$ cat config.mk
export PLATFORM = sky130hd
export DESIGN_NAME = i2c_req_arbiter
export DESIGN_NICKNAME = d
export VERILOG_FILES = /design/src/rtl/i2c_req_arbiter.sv
export SDC_FILE = /design/constraint.sdc
export NUM_CORES = 1
export LEC_CHECK = 0
export ABC_AREA = 1
export BUFFER_PORTS_ARGS = -buffer_cell sky130_fd_sc_hd__buf_2
export CORE_MARGIN = 1
export CORE_UTILIZATION = 43
export DETAILED_ROUTE_END_ITERATION = 8
export MAX_ROUTING_LAYER = met4
export PLACE_DENSITY = 0.76
export SLEW_MARGIN = 40
export SYNTH_ARGS = -nofsm -noshare
export SYNTH_HDL_FRONTEND = slang
export SYNTH_SLANG_ARGS = --single-unit
$ cat constraint.sdc
create_clock -name clk -period 2.3 [get_ports clk]
set_clock_uncertainty 0.15 [all_clocks]
set_input_delay 0.345 -clock clk [delete_from_list [all_inputs] [get_ports clk]]
set_output_delay 0.345 -clock clk [all_outputs]
set_load 0.05 [all_outputs]
$ cat src/rtl/i2c_req_arbiter.sv
// Round-robin arbiter sharing one i2c_master between NREQ single-byte requesters.
// Optional wait-state timeout is compiled in with `define I2C_ARB_TIMEOUT_EN.
module i2c_req_arbiter #(
    parameter int NREQ     = 4,
    parameter int IDLE_CYC = 16,
    parameter int TIMEOUT  = 1024
) (
    input  logic              clk,
    input  logic              rst,
    input  logic [NREQ-1:0]   req,
    input  logic [NREQ-1:0]   req_rd,
    input  logic [7*NREQ-1:0] req_addr,
    input  logic [8*NREQ-1:0] req_wdata,
    output logic [NREQ-1:0]   gnt,
    output logic [NREQ-1:0]   done,
    output logic [7:0]        rdata,
    output logic              ack_ok,
    output logic              err,
    output logic [2:0]        m_cmd,
    output logic [7:0]        m_inp,
    input  logic [7:0]        m_out,
    input  logic              m_stat,
    input  logic              bus_scl,
    input  logic              bus_sda
);
    localparam int IW = $clog2(NREQ);
    localparam int CW = $clog2(IDLE_CYC);
    localparam logic [CW-1:0] IDLE_LAST = CW'(IDLE_CYC - 1);
    localparam logic [IW-1:0] IDX_LAST  = IW'(NREQ - 1);

    if (NREQ < 2 || NREQ > 8 || IDLE_CYC <= 10 || TIMEOUT < 2) begin : g_param_check
        $error("i2c_req_arbiter: parameter out of range");
    end

    typedef enum logic [2:0] {
        IDLE, ARB, LD_ADDR, LD_DATA, GO, WAIT_START, WAIT_STOP, DONE
    } state_e;

    typedef enum logic [2:0] {
        CMD_NONE  = 3'd0,
        CMD_ADDR  = 3'd1,
        CMD_DATA  = 3'd2,
        CMD_READ  = 3'd3,
        CMD_WRITE = 3'd4
    } cmd_e;

    state_e          state, next_state;
    logic            scl_meta, scl_sync, sda_meta, sda_sync;
    logic [IW-1:0]   rr_ptr;
    logic [CW-1:0]   idle_cnt;
    logic            cur_rd;
    logic [6:0]      cur_addr;
    logic [7:0]      cur_wdata;
    logic            win_found;
    logic [IW-1:0]   win;
    logic            win_rd;
    logic [6:0]      win_addr;
    logic [7:0]      win_wdata;
    logic            waiting;
    logic            timed_out;
    logic            bus_idle;

    assign waiting  = (state == WAIT_START) || (state == WAIT_STOP);
    assign bus_idle = sda_sync && scl_sync;

    // Synchronizers reset to the idle (high) bus level.
    always_ff @(posedge clk or negedge rst) begin
        if (!rst) begin
            scl_meta <= 1'b1;
            scl_sync <= 1'b1;
            sda_meta <= 1'b1;
            sda_sync <= 1'b1;
        end else begin
            scl_meta <= bus_scl;
            scl_sync <= scl_meta;
            sda_meta <= bus_sda;
            sda_sync <= sda_meta;
        end
    end

    // First set request at or after rr_ptr, wrapping modulo NREQ.
    always_comb begin
        int unsigned c;
        win_found = 1'b0;
        win       = '0;
        win_rd    = 1'b0;
        win_addr  = '0;
        win_wdata = '0;
        for (int unsigned k = 0; k < NREQ; k++) begin
            c = 32'(rr_ptr) + k;
            if (c >= unsigned'(NREQ)) c = c - unsigned'(NREQ);
            if (!win_found && req[IW'(c)]) begin
                win_found = 1'b1;
                win       = IW'(c);
            end
        end
        for (int unsigned k = 0; k < NREQ; k++) begin
            if (IW'(k) == win) begin
                win_rd    = req_rd[k];
                win_addr  = req_addr[7*k +: 7];
                win_wdata = req_wdata[8*k +: 8];
            end
        end
    end

    always_ff @(posedge clk or negedge rst) begin
        if (!rst) state <= IDLE;
        else      state <= next_state;
    end

    always_comb begin
        next_state = state;
        case (state)
            IDLE:       if (|req) next_state = ARB;
            ARB:        next_state = win_found ? LD_ADDR : IDLE;
            LD_ADDR:    next_state = LD_DATA;
            LD_DATA:    next_state = GO;
            GO:         next_state = WAIT_START;
            WAIT_START: begin
                if (timed_out)      next_state = DONE;
                else if (!sda_sync) next_state = WAIT_STOP;
            end
            WAIT_STOP: begin
                if (timed_out)                            next_state = DONE;
                else if (bus_idle && idle_cnt == IDLE_LAST) next_state = DONE;
            end
            DONE:       next_state = IDLE;
            default:    next_state = IDLE;
        endcase
    end

    always_comb begin
        m_cmd = CMD_NONE;
        m_inp = '0;
        done  = '0;
        case (state)
            LD_ADDR: begin
                m_cmd = CMD_ADDR;
                m_inp = {1'b0, cur_addr};
            end
            LD_DATA: begin
                m_cmd = CMD_DATA;
                m_inp = cur_wdata;
            end
            GO:      m_cmd = cur_rd ? CMD_READ : CMD_WRITE;
            DONE:    done = gnt;
            default: ;
        endcase
    end

    // Results are captured on entry to DONE so they are already valid alongside the done pulse.
    always_ff @(posedge clk or negedge rst) begin
        if (!rst) begin
            gnt       <= '0;
            rr_ptr    <= '0;
            cur_rd    <= 1'b0;
            cur_addr  <= '0;
            cur_wdata <= '0;
            idle_cnt  <= '0;
            rdata     <= '0;
            ack_ok    <= 1'b0;
        end else begin
            if (state == ARB && win_found) begin
                gnt       <= {{(NREQ-1){1'b0}}, 1'b1} << win;
                rr_ptr    <= (win == IDX_LAST) ? '0 : win + 1'b1;
                cur_rd    <= win_rd;
                cur_addr  <= win_addr;
                cur_wdata <= win_wdata;
            end
            if (state == DONE) gnt <= '0;

            if (state == WAIT_STOP && bus_idle) idle_cnt <= idle_cnt + 1'b1;
            else                                idle_cnt <= '0;

            if (next_state == DONE) begin
                rdata  <= (cur_rd && !timed_out) ? m_out : '0;
                ack_ok <= cur_rd ? 1'b0 : m_stat;
            end
        end
    end

`ifdef I2C_ARB_TIMEOUT_EN
    localparam int TW = $clog2(TIMEOUT);
    localparam logic [TW-1:0] TO_LAST = TW'(TIMEOUT - 1);

    logic [TW-1:0] to_cnt;

    assign timed_out = waiting && (to_cnt == TO_LAST);

    always_ff @(posedge clk or negedge rst) begin
        if (!rst) begin
            to_cnt <= '0;
            err    <= 1'b0;
        end else begin
            if (state == GO)  to_cnt <= '0;
            else if (waiting) to_cnt <= to_cnt + 1'b1;
            if (next_state == DONE) err <= timed_out;
        end
    end
`else
    assign timed_out = 1'b0;
    assign err       = 1'b0;
`endif

endmodule
==> flow_summary_export.csv <==
group,metric,value,unit
outcome,outcome,"finished, violations left",
synth,synth_most_common_cell,"nand2_1",
clock_tree,cts.sinks,42,
setup_path,start_kind,"register",
global_routing,grt_max_degree,43,
layout,nets,576,
placement,pre_cts_ws,-0.3151,ns
timing,fmax,404.2,MHz
die,die-area,0.006314,sq mm
clock_tree,worstSkewPairLatency,0.30,ns
setup_path,cp_cell_sequence,"buf_6, nand2_2, nand2_2, nand2_2, nand2_2, nand2_2, nand3_2, nand3_4, inv_4, ha_4, nor2_4, clkbuf_16, nand2_1, nand2_1, o21ai_2, nand2_1, o211ai_1, o21ai_1",
die,io_pins,110,
clock_tree,tritoncts,"yes",
pwr,max-vdd-ir-drop,0.0009706,V
synth,ys_seq_area_share,40.93,%
timing,worstMarginPinSlew,0.5299,ns
synth,synth_edf_count,0,
setup_path,crit_top_cell,"nand2_2",
timing,setup_slack,-0.1740,ns
global_routing,grt_first_pass_wirelength,12250,um
synth,yosys-top-cells-count,"nand2_1, inv_1, dfrtp_1, o21ai_0, a21oi_1",
placement,portBuffers,108,
timing,fin_crit_sh,107.6,%
clock_tree,cts_root_buffer,"clkbuf_8",
layout,syn_to_final_growth,51.21,%
pwr,cellPowerDensity,1733,mW/mm^2
setup_path,required,2.37,ns
setup_path,cp.arrival,2.54,ns
setup_path,critical_path_class,"reg -> reg",
global_routing,grt.overflow.total,0,
route,drt_iter0_drc,161,
route,routed_wl,7952,um
setup_path,cp-end-kind,"register",
clock_tree,clkTransAtPathRegs,0.09,ns
setup_path,reg2reg_depth,18,
synth,yosysUniqueCellTypes,34,
synth,netlist.area_leader.share,36.86,%
die,core_area,0.005642,sq mm
timing,finalMaxSlewViolations,0,
synth,synth_area_leader_cell,"dfrtp_1",
job,max_cap_viol_count,0,
synth,syn_avg_cell_area,7.288,sq um
global_routing,antenna_found_initial,0,
clock_tree,cts_buffers,5,
timing,setup_viol,16,
synth,syn_inst,354,
route,ant_nets,0,
die,initial_core_util,45.73,%
timing,fin_crit,2.474,ns
layout,n_fill_cell,456,
route,via_per_inst,5.211,
timing,slew-limit-headroom,64.68,%
min_path,hold_path_depth,3,
timing,finalHoldViolCount,0,
timing,rsz0062_at_grt,"true",
clock_tree,clk_path_buf_depth,2,
synth,ys_ff_latch,42,
setup_path,critical_path.max_fanout,8,
die,die_x,79.46,um
global_routing,grt_pass1_vias,2727,
layout,drive_gt1_share,46.03,%
global_routing,grt_util_all_layers,25.88,%
setup_path,max_stage_delay,0.48,ns
synth,synth_area,0.002580,sq mm
timing,whs,0.1312,ns
placement,hpwl,5340,um
route,dr.pass1.iters,4,
die,die_h,79.46,um
die,rows,27,
synth,syn-num-nets,440,
synth,ys_top_cells_by_area,"dfrtp_1, nand2_1, o21ai_0",
pwr,p_leak,1.991,nW
route,post-route-drc-count,0,
placement,gpl.final_weighted_congestion,0.8352,
min_path,min_path_type,"in -> reg",
synth,ys_async_sr_fraction,100.0,%
route,wl_per_cell,14.12,um
synth,ys.flop_type,"dfrtp_1",
route,vias,2934,
layout,utilization,69.15,%
synth,yosysWarnings,0,
clock_tree,htreeDepth,2,
layout,n_antenna_cell,0,
setup_path,cp_slowest_cell,"dfrtp_2",
outcome,failed_checks,"setup timing",
## final cells by class
| type | count | area (sq um) | area share (%) |
|---|---|---|---|
| Clock buffer | 6 | 72.57 | 1.860 |
| Multi-Input combinational cell | 249 | 1490 | 38.20 |
| Tap cell | 72 | 90.09 | 2.309 |
| Inverter | 45 | 192.7 | 4.939 |
| Timing Repair Buffer | 146 | 979.7 | 25.11 |
| Clock inverter | 2 | 13.76 | 0.3528 |
| Timing Repair inverter | 1 | 5.005 | 0.1283 |
| Sequential cell | 42 | 1057 | 27.10 |
## worst paths after layout
path	slack [ns]	to	startpoint
max	-0.17	cur_wdata[6]	rr_ptr[0]
min	0.13	rdata[1]	m_out[1]
max reg2reg	-0.17	cur_wdata[6]	rr_ptr[0]
min reg2reg	0.21	scl_sync	scl_meta
max in group asynchronous	1.11	rr_ptr[0]	rst
min in group asynchronous	0.49	idle_cnt[2]	rst
## registers in the layout, indices dropped and copies added (netlist names)
signal / flops
ack_ok: 1
cur_addr: 7
cur_rd: 1
cur_wdata: 8
gnt: 4
idle_cnt: 4
rdata: 8
rr_ptr: 2
scl_meta: 1
scl_sync: 1
sda_meta: 1
sda_sync: 1
state: 3
## power by group
group | total [W] | leakage (nW) | switching, W | internal (W)
Sequential | 0.00114 | 0.487 | 0.000188 | 0.000955
Clock | 0.000468 | 0.0452 | 0.000254 | 0.000214
Combinational | 0.00515 | 1.46 | 0.00290 | 0.00225
Total | 0.00676 | 1.99 | 0.00334 | 0.00342
## metrics by stage
step / std cells / setup TNS (ns) / area [sq um] / total power, W
2_1_floorplan: 354 / 0 / 2638 / 0.003802
5_1_grt: 563 / -4.774 / 3901 / 0.007261
3_3_place_gp: 540 / -2.796 / 3348 / 0.004690
4_1_cts: 557 / -1.819 / 3689 / 0.006116
6_report: 563 / -2.335 / 3901 / 0.006759
3_5_place_dp: 540 / -4.513 / 3348 / 0.004776
## layout by cell type (no fill, tap or decap), drive strengths merged
cell type,instances
dfstp,4
buf,141
o311ai,1
dlygate4sd3,3
inv,43
conb,1
a21oi,26
clkbuf,8
clkinv,5
nand2,109
dfrtp,38
o22ai,10
o21ai,37
nor3b,1
nor2,23
o211ai,16
nor3,1
nand4,2
nor4,2
nand3,14
xor2,1
ha,5
## cell families after synthesis
kind of cell | share of synthesized area, %
other cells | 0.1454
buf+inv | 11.20
fa+ha+maj | 2.425
simple gates | 25.17
flops | 40.93
compound gates | 19.79
xor+xnor | 0.3395
## critical path: cells and delay by family, from the launching register on
kind,cells,cell delay (ns)
buffers and inverters,3,0.39
adders and majority gates,1,0.19
and+or+nand+nor,11,0.93
AOI/OAI and AO/OA,3,0.25
DFF,1,0.48
## timing repair
item	CTS	global route
endpoints found under the hold margin	40	0
gates cloned	3	2
setup buffers	3	4
setup endpoints to repair	18	26
pin swaps	14	10
gates resized for setup	42	46
hold buffers	3	0
## per-layer routing
layer | wire, um | vias up | GRT usage [%]
li1 | - | 1429 | -
met1 | 3147 | 1377 | 29.95
met2 | 4134 | 102 | 45.56
met3 | 433 | 26 | 4.914
met4 | 237 | 0 | 7.273
met5 | 0 | - | -
No activity file was read; power rests on OpenSTA's default activity.
